==> src/rtl/particle_feeder.sv <==
// Particle feeder: streams particle pairs from the dual-port store into the pusher pair,
// drains the pusher pipeline with noop beats, then waits for the pusher to report done.
//
// state     | meaning
// IDLE      | waiting for start
// FETCH     | issuing store reads and forwarding particle pairs
// FLUSH     | emitting noop beats to drain the pushers
// WAIT_DONE | waiting for (or consuming a latched) pusher_done
module particle_feeder #(
   parameter int PADDR_W     = 16,
   parameter int PART_W      = 32,
   parameter int RD_LAT      = 2,
   parameter int FIFO_DEPTH  = 4,
   parameter int FLUSH_BEATS = 8
) (
   input  logic                    clk_i,
   input  logic                    rst_ni,
   input  logic                    start_i,
   input  logic [31:0]             num_particles_i,
   input  logic                    stall_i,
   input  logic                    pusher_done_i,
   output logic                    mem_ren_o,
   output logic [1:0][PADDR_W-1:0] mem_raddr_o,
   input  logic [1:0][PART_W-1:0]  mem_rdata_i,
   output logic                    valid_o,
   output logic                    noop_o,
   output logic [1:0][PART_W-1:0]  particle_out_o,
   output logic                    busy_o,
   output logic                    done_o
);

   localparam int PTR_W = $clog2(FIFO_DEPTH);
   localparam int IF_W  = $clog2(RD_LAT + 1);
   localparam int FB_W  = $clog2(FLUSH_BEATS + 1);

   typedef enum logic [1:0] {ST_IDLE, ST_FETCH, ST_FLUSH, ST_WAIT_DONE} state_t;

   state_t                   state_q, state_d;
   logic [32:0]              rem_q, rem_d;
   logic [PADDR_W-1:0]       addr_q, addr_d;
   logic                     odd_q, odd_d;
   logic [FB_W-1:0]          fb_q, fb_d;
   logic                     pend_q, pend_d;
   logic                     done_q, done_d;
   logic [RD_LAT-1:0]        rd_vld_q, rd_odd_q;
   logic [1:0][PART_W-1:0]   fifo_mem_q [FIFO_DEPTH];
   logic [PTR_W:0]           wr_ptr_q, rd_ptr_q;
   logic                     out_vld_q, out_vld_d;
   logic                     out_noop_q, out_noop_d;
   logic [1:0][PART_W-1:0]   out_dat_q, out_dat_d;

   logic [32:0]              pairs_w;
   logic [PTR_W:0]           fifo_cnt;
   logic [IF_W-1:0]          inflight;
   logic                     credit_ok;
   logic                     issue, last_issue, push, pop;
   logic                     load_ok, emit, load_noop;
   logic [1:0][PART_W-1:0]   push_dat;

   assign pairs_w  = ({1'b0, num_particles_i} + 33'd1) >> 1;
   assign fifo_cnt = wr_ptr_q - rd_ptr_q;
   assign push     = rd_vld_q[RD_LAT-1];
   assign load_ok  = !out_vld_q || !stall_i;
   assign emit     = out_vld_q && !stall_i;

   always_comb begin
      inflight = '0;
      for (int i = 0; i < RD_LAT; i++) inflight = inflight + IF_W'(rd_vld_q[i]);
   end

   assign credit_ok = (int'(fifo_cnt) + int'(inflight)) < FIFO_DEPTH;

   // Odd particle count: the final pair's slot 1 becomes the null particle.
   always_comb begin
      push_dat    = mem_rdata_i;
      if (rd_odd_q[RD_LAT-1]) push_dat[1] = '0;
   end

   always_comb begin
      state_d    = state_q;
      rem_d      = rem_q;
      addr_d     = addr_q;
      odd_d      = odd_q;
      fb_d       = fb_q;
      pend_d     = pend_q | pusher_done_i;
      done_d     = 1'b0;
      issue      = 1'b0;
      pop        = 1'b0;
      load_noop  = 1'b0;
      case (state_q)
         ST_IDLE: begin
            if (start_i) begin
               rem_d  = pairs_w;
               addr_d = '0;
               odd_d  = num_particles_i[0];
               pend_d = 1'b0;
               if (num_particles_i == 32'd0) begin
                  state_d = ST_FLUSH;
                  fb_d    = FB_W'(FLUSH_BEATS);
               end else begin
                  state_d = ST_FETCH;
               end
            end
         end
         ST_FETCH: begin
            issue = (rem_q != 33'd0) && credit_ok;
            if (issue) begin
               rem_d  = rem_q - 33'd1;
               addr_d = addr_q + PADDR_W'(2);
            end
            pop = load_ok && (fifo_cnt != '0);
            if ((rem_q == 33'd0) && (inflight == '0) && (fifo_cnt == '0)) begin
               state_d = ST_FLUSH;
               fb_d    = FB_W'(FLUSH_BEATS);
            end
         end
         ST_FLUSH: begin
            if (load_ok) begin
               if (fb_q != '0) begin
                  load_noop = 1'b1;
                  fb_d      = fb_q - FB_W'(1);
               end else begin
                  state_d = ST_WAIT_DONE;
               end
            end
         end
         ST_WAIT_DONE: begin
            if (pusher_done_i || pend_q) begin
               done_d  = 1'b1;
               pend_d  = 1'b0;
               state_d = ST_IDLE;
            end
         end
         default: state_d = ST_IDLE;
      endcase
   end

   assign last_issue = issue && (rem_q == 33'd1) && odd_q;

   // The output register holds a beat until a cycle with stall low carries it out.
   always_comb begin
      out_vld_d  = out_vld_q && !emit;
      out_noop_d = out_noop_q;
      out_dat_d  = out_dat_q;
      if (pop) begin
         out_vld_d  = 1'b1;
         out_noop_d = 1'b0;
         out_dat_d  = fifo_mem_q[rd_ptr_q[PTR_W-1:0]];
      end else if (load_noop) begin
         out_vld_d  = 1'b1;
         out_noop_d = 1'b1;
         out_dat_d  = '0;
      end
   end

   always_ff @(posedge clk_i or negedge rst_ni) begin
      if (!rst_ni) begin
         state_q    <= ST_IDLE;
         rem_q      <= '0;
         addr_q     <= '0;
         odd_q      <= 1'b0;
         fb_q       <= '0;
         pend_q     <= 1'b0;
         done_q     <= 1'b0;
         rd_vld_q   <= '0;
         rd_odd_q   <= '0;
         wr_ptr_q   <= '0;
         rd_ptr_q   <= '0;
         out_vld_q  <= 1'b0;
         out_noop_q <= 1'b0;
         out_dat_q  <= '0;
         for (int i = 0; i < FIFO_DEPTH; i++) fifo_mem_q[i] <= '0;
      end else begin
         state_q    <= state_d;
         rem_q      <= rem_d;
         addr_q     <= addr_d;
         odd_q      <= odd_d;
         fb_q       <= fb_d;
         pend_q     <= pend_d;
         done_q     <= done_d;
         out_vld_q  <= out_vld_d;
         out_noop_q <= out_noop_d;
         out_dat_q  <= out_dat_d;
         rd_vld_q[0] <= issue;
         rd_odd_q[0] <= last_issue;
         for (int i = 1; i < RD_LAT; i++) begin
            rd_vld_q[i] <= rd_vld_q[i-1];
            rd_odd_q[i] <= rd_odd_q[i-1];
         end
         if (push) begin
            fifo_mem_q[wr_ptr_q[PTR_W-1:0]] <= push_dat;
            wr_ptr_q <= wr_ptr_q + (PTR_W+1)'(1);
         end
         if (pop) rd_ptr_q <= rd_ptr_q + (PTR_W+1)'(1);
      end
   end

   assign mem_ren_o      = issue;
   assign mem_raddr_o[0] = issue ? addr_q : '0;
   assign mem_raddr_o[1] = issue ? (addr_q | PADDR_W'(1)) : '0;
   assign valid_o        = out_vld_q && !stall_i;
   assign noop_o         = out_noop_q && valid_o;
   assign particle_out_o = out_dat_q;
   assign busy_o         = (state_q != ST_IDLE);
   assign done_o         = done_q;

endmodule

==> config.mk <==
export PLATFORM = sky130hd
export DESIGN_NAME = particle_feeder
export DESIGN_NICKNAME = d
export VERILOG_FILES = /design/src/rtl/particle_feeder.sv
export SDC_FILE = /design/constraint.sdc
export NUM_CORES = 1
export LEC_CHECK = 0
export CAP_MARGIN = 10
export CELL_PAD_IN_SITES_DETAIL_PLACEMENT = 0
export CELL_PAD_IN_SITES_GLOBAL_PLACEMENT = 1
export CORE_UTILIZATION = 35
export DETAILED_ROUTE_END_ITERATION = 8
export GPL_TIMING_DRIVEN = 0
export PLACE_DENSITY_LB_ADDON = 0.12
export SETUP_SLACK_MARGIN = 0.02
export SYNTH_ARGS = -nofsm -noshare
export SYNTH_HDL_FRONTEND = slang
export SYNTH_SLANG_ARGS = --single-unit
==> constraint.sdc <==
create_clock -name clk_i -period 4.1 [get_ports clk_i]
set_clock_uncertainty 0.05 [all_clocks]
set_input_delay 1.025 -clock clk_i [delete_from_list [all_inputs] [get_ports clk_i]]
set_output_delay 1.025 -clock clk_i [all_outputs]
set_load 0.02 [all_outputs]
==> results of run 1 <==
cell families after synthesis:
| kind of cell | count (synthesis) | synth area share [%] |
|---|---|---|
| fa+ha+maj | 22 | 1.536 |
| flops | 389 | 52.87 |
| xor+xnor | 34 | 1.692 |
| simple gates | 635 | 16.35 |
| compound gates | 268 | 8.094 |
| mux | 197 | 15.94 |
| other cells | 1 | 0.02037 |
| buf+inv | 151 | 3.500 |
layer usage:
layer | up-vias | track usage [%] | wire length [um]
met3 | 76 | 3.469 | 2661
met5 | - | 0 | 38
met4 | 6 | 5.443 | 997
met1 | 7190 | 28.52 | 25240
met2 | 294 | 33.94 | 26220
li1 | 6499 | - | -
worst reg2reg max path, cell delays in order (launching register included):
cell and delay, ps:
dfrtp_2 430, ha_4 170, fa_1 550, inv_1 50, ha_1 260, nand3b_1 120, nand3_2 120, buf_4 150
o22ai_1 190, o2bb2ai_1 240, clkbuf_1 590, o21ai_0 180, o21ai_0 210
timing repair:
item	in CTS	in global routing
pin swaps	4	7
gates cloned	1	0
resized for setup	223	15
hold buffers	0	0
setup buffers	8	6
setup endpoints to repair	32	32
final timing paths:
kind	slack (ps)	to	startpoint	cells past startpoint
max	-50	mem_raddr_o[21]	rem_q[19]	9
max in group asynchronous	2150	particle_out_o[57]	rst_ni	3
max reg2reg	700	rem_q[0]	rd_ptr_q[0]	12
min reg2reg	310	rd_odd_q[1]	rd_odd_q[0]	0
min in group asynchronous	350	rem_q[19]	rst_ni	1
min	310	rd_odd_q[1]	rd_odd_q[0]	0
sequential cells by signal (all words and copies together) (netlist names):
name and count:
rd_vld_q 2, odd_q 1, pend_q 1, fb_q 4, out_vld_q 1, particle_out_o 64, rd_ptr_q 3, rem_q 33
state_q 2, out_noop_q 1, wr_ptr_q 3, done_o 1, addr_q 15, rd_odd_q 2, fifo_mem_q 256
through the flow:
step	hold WS, ps	TNS (ps)	instance area [um^2]
4_1_cts	314.1	-4031	23060
3_3_place_gp	296.4	-6152530	21260
3_5_place_dp	291.8	-18840	21360
5_1_grt	324.9	-2947	23120
6_report	306.7	-518.1	23120
2_1_floorplan	281.2	0	18410
power by group:
| group | switching, mW | internal [mW] | total [mW] |
|---|---|---|---|
| combinational | 4.10 | 3.47 | 7.57 |
| sequential | 1.07 | 5.70 | 6.77 |
| clock | 1.64 | 2.38 | 4.02 |
cell usage in the layout (no fill, tap or decap), types with 5 or more instances in the layout:
cell type	n
buf_1	29
clkinv_2	8
a21oi_1	43
nor3_1	14
clkdlybuf4s50_1	167
or4_1	6
o22ai_1	10
nor4_1	17
mux4_2	64
nand4_1	20
or3_1	9
clkbuf_1	87
xor2_1	15
nand2b_1	38
nand3_1	99
inv_1	22
buf_6	48
and4_1	5
and3_1	14
nand2_1	346
and2_4	15
o21ai_0	169
ha_1	20
buf_4	15
clkbuf_8	10
xnor2_1	18
nor2_1	17
mux2_2	128
a22o_1	7
clkbuf_16	46
a31oi_1	8
dfrtp_1	388
nand4b_1	7
area by class of cell:
type	count	area [um^2]
fill	4983	28490
sequential	389	9736
multi-input combinational	1157	8115
timing repair buffer	218	2251
clock buffer	70	1341
tap	680	850.8
buffer	125	609.3
clock inverter	13	131.4
inverter	23	86.33
==> impl_metrics.tcl, run 1 <==
set metrics [dict create \
    synthFlopType "dfrtp_1" \
    synth_top_area_share_pct 52.87 \
    initial_utilization_pct 35.67 \
    synth_most_common_cell "dfrtp_1" \
    relSlewSlack_pct 26.77 \
    worst_slack_ps -45.64 \
    route.detailed.drc 0 \
    crit_top_cell "buf_6" \
    synth_edf_count 0 \
    routed_via_density 5.258 \
    postSynthAreaPerCell_um2 10.85 \
    power_leakage_nw 9.942 \
    grt_max_degree 107 \
    die_h_um 231.4 \
    yosys-top-cells-area "dfrtp_1 (53%), mux2_2 (7.8%), mux4_2 (7.8%)" \
    post-route-util_pct 44.80 \
    grt-ovfl-total 0 \
    ys_types 61 \
    status "complete, but fails checks" \
    pin_count 202 \
    yosys_warnings 0 \
    path_clk_slew_ps 60 \
    first_global_vias 14580 \
    dp_hpwl_um 37600 \
    setup_violations 15 \
    antenna_found_initial 3 \
    synth_cells 1697 \
    period_share_pct 101.1 \
    cpLargestDelayFamily "simple AND/OR/NAND/NOR gates" \
    synth_fp_nets 1820 \
    port_buffers 200 \
    area_growth_pct 25.58 \
    track_usage_pct 20.77 \
    crit_slowest_cell "or4b_4" \
    wl_per_cell_um 20.62 \
    cts_made_buffers 46 \
    dpl_worst_slack_ps -801.2 \
    cts_tree "done" \
    gp_congestion 0.8221 \
    final_hold_viol_count 0 \
    fin_crit_ps 4146 \
    violations "negative setup slack" \
    fmax_mhz 241.2 \
    die-area_mm2 0.05353 \
    routed_wl_um 55170 \
    power_mw 18.36 \
    final_cells 2675 \
    num_vias 14070 \
    worstPathArrival_ps 3070 \
    fin_nets 2083 \
    diodes 0 \
    drtIter0Drc 772 \
    crit_path_max_fanout 7 \
    ys_ff_latch 389 \
    grt_pass1_wl_um 85880 \
    vdd_drop_max_mv 0.3544 \
    async_flop_share_pct 100.0 \
    syn-cell-area_mm2 0.01841 \
    final_max_slew_viol_count 0 \
    root_buffer "clkbuf_16" \
    dieWidth_um 231.4 \
    end_kind "output port" \
    path_cells "or4_4 -> or4b_4 -> nor4_4 -> buf_4 -> a21oi_4 -> buf_6 -> and2_4 -> buf_6 -> buf_6" \
    drive_above_1_share_pct 18.45 \
    clockBufferDepth 3 \
    cts_max_level 2 \
    synth-seq-area-share_pct 52.87 \
    tightest_slew_ps 1090 \
    first_pass_iters 5 \
    dp_cells 2580 \
    maxCapViolCount 0 \
    cts.sinks 389 \
    required_ps 3020 \
    clkLatencyLatePin_ps 570 \
    hp-class "flip-flop to flip-flop" \
    p_per_area_mw_per_mm2 794.0 \
    core-area_mm2 0.05161 \
    rsz0062_at_grt "yes" \
    antenna_left 0 \
    rows 83 \
    max_stage_delay_ps 570 \
    synth_common_cells "dfrtp_1 (389), nand2_1 (346), o21ai_0 (169)" \
    worstSetupPathType "flip-flop to output port" \
    synth_top_area_cell "dfrtp_1" \
    startpoint_type "flip-flop" \
    critPathBufInv 4 \
]
No activity file was read; power rests on OpenSTA's default activity.
==> run 2: changes to the inputs <==
--- a/config.mk
+++ b/config.mk
@@ -13,6 +13,7 @@
 export GPL_TIMING_DRIVEN = 0
 export PLACE_DENSITY_LB_ADDON = 0.12
 export SETUP_SLACK_MARGIN = 0.02
+export SLEW_MARGIN = 20
 export SYNTH_ARGS = -nofsm -noshare
 export SYNTH_HDL_FRONTEND = slang
 export SYNTH_SLANG_ARGS = --single-unit
==> run 2 against run 1 <==
Count of clock-buffer cells in the layout fell by 7. Non-clock buffer count increased by 1. First-iteration DRC count down 2.1%. Via count is 0.14% higher. Critical path depth down 1. Largest power group unchanged. Fmax shrank 3.6%. Sequential power hardly changed. The flow still finishes with violations (negative setup slack).
==> impl_metrics.tcl, run 2 (synthesis gave the netlist of run 1 again) <==
set metrics [dict create \
    layout_commonest_cell "dfrtp_1" \
    tightest_slew_ps 953.0 \
    fmax_mhz 232.4 \
    largest_register_ff_count 256 \
    dieWidth_um 231.4 \
    setup_violations 32 \
    cts_max_level 2 \
    vdd_drop_max_mv 0.3680 \
    final_cells 2672 \
    rows 83 \
    fill_cells 4912 \
    p_per_area_mw_per_mm2 800.8 \
    drive_above_1_share_pct 18.52 \
    route.detailed.drc 0 \
    violations "negative setup slack" \
    cts_made_buffers 46 \
    fin_nets 2084 \
    final_cell_mix "dfrtp_1 (389), nand2_1 (346), o21ai_0 (169), clkdlybuf4s50_1 (167), mux2_2 (128)" \
    rsz0062_at_grt "yes" \
    relSlewSlack_pct 36.47 \
    startpoint_type "flip-flop" \
    worstPathArrival_ps 3230 \
    num_vias 14090 \
    initial_utilization_pct 35.67 \
    antenna_left 0 \
    drtIter0Drc 756 \
    routed_via_density 5.271 \
    fin_crit_ps 4302 \
    worstSetupPathType "flip-flop to output port" \
    root_buffer "clkbuf_16" \
    crit_path_max_fanout 7 \
    dp_hpwl_um 37600 \
    track_usage_pct 20.64 \
    die-area_mm2 0.05353 \
    clockBufferDepth 3 \
    first_pass_iters 5 \
    end_kind "output port" \
    gp_congestion 0.8221 \
    seq_area_mm2 0.009734 \
    hp-class "input pin to async pin" \
    final_hold_viol_count 0 \
    period_share_pct 104.9 \
    maxCapViolCount 0 \
    area_growth_pct 26.31 \
    die_h_um 231.4 \
    pin_count 202 \
    cts.sinks 389 \
    final_max_slew_viol_count 0 \
    cts_hold_buf 0 \
    status "complete, but fails checks" \
    clkLatencyLatePin_ps 580 \
    grt-ovfl-total 0 \
    core-area_mm2 0.05161 \
    grt_pass1_wl_um 85290 \
    antenna_found_initial 3 \
    dp_cells 2582 \
    cts_tree "done" \
    wl_per_cell_um 20.45 \
    power_leakage_nw 10.02 \
    post-route-util_pct 45.06 \
    routed_wl_um 54640 \
    first_global_vias 14350 \
    path_clk_slew_ps 60 \
    grt_max_degree 100 \
    multi_input_area_mm2 0.008102 \
    diodes 0 \
    required_ps 3020 \
    max_flop_register "fifo_mem_q" \
    port_buffers 200 \
    worst_slack_ps -202.1 \
]
run 2: cell types whose count changed in the layout (fill, tap and decap cells not counted), moves of 3 or more:
cell       previous run  this run
buf_4                15        11
clkbuf_1             87        80
buf_6                48        51
bufinv_16             2         6
run 2: final timing paths:
path,start,end,slack (ps),depth (start not counted)
max,rem_q[19],mem_raddr_o[21],-200,8
min,rst_ni,rem_q[19],290,1
max reg2reg,wr_ptr_q[0],particle_out_o[12],730,11
min reg2reg,rd_odd_q[0],rd_odd_q[1],300,0
max in group asynchronous,rst_ni,fifo_mem_q[59],2440,3
min in group clk_i,rd_odd_q[0],rd_odd_q[1],300,0
run 2: final cells by class:
class                      instances  share of cell area [%]
clock inverter                    16                   1.081
sequential                       389                   41.86
inverter                          23                  0.3712
tap                              680                   3.658
multi-input combinational       1157                   34.84
clock buffer                      63                   5.746
timing repair buffer             218                   9.813
buffer                           126                   2.636
run 2: power breakdown:
| part | leakage (nW) | switching [mW] | internal, mW |
|---|---|---|---|
| Sequential | 4.69 | 1.05 | 5.70 |
| Combinational | 4.54 | 4.10 | 3.47 |
| Clock | 0.785 | 1.65 | 2.65 |
run 2: stage by stage:
step	power (mW)	setup slack [ps]	area (um^2)	setup TNS [ps]	hold WS (ps)
finish	18.62	-202.1	23260	-4359	286.3
CTS	18.81	-211.2	23200	-5147	277.8
global route	19.91	-258.3	23260	-6140	292.8
global placement	14.11	-15820	21260	-6152530	296.4
floorplan	11.57	140.0	18410	0	281.2
detailed placement	14.28	-800.7	21390	-18730	288.0
run 2: layer usage:
layer	GRT usage (%)	part of all wire [%]
met1	28.83	47
met5	0	0.081
met2	33.28	47
met3	3.273	4.1
met4	5.422	2.1
run 2: timing repair:
action,4_1_cts,5_1_grt
gates cloned,1,0
setup buffers,10,3
endpoints found under the hold margin,0,0
resized for setup,224,15
endpoints found under the setup margin,32,32
pin swaps,4,4
run 2: critical path, cell delays in order, from the launching register on:
cell	delay, ps
dfrtp_1	380
or4_4	550
or4b_4	580
nor4_4	420
a21oi_4	160
buf_6	170
and2_4	170
buf_6	110
buf_6	120
==> run 3: changes to the inputs <==
--- a/config.mk
+++ b/config.mk
@@ -9,6 +9,7 @@
 export CELL_PAD_IN_SITES_DETAIL_PLACEMENT = 0
 export CELL_PAD_IN_SITES_GLOBAL_PLACEMENT = 1
 export CORE_UTILIZATION = 35
+export CTS_CLUSTER_DIAMETER = 120
 export DETAILED_ROUTE_END_ITERATION = 8
 export GPL_TIMING_DRIVEN = 0
 export PLACE_DENSITY_LB_ADDON = 0.12
==> results of run 3 <==
Final layout, timing and power as in run 2 (identical DEF).
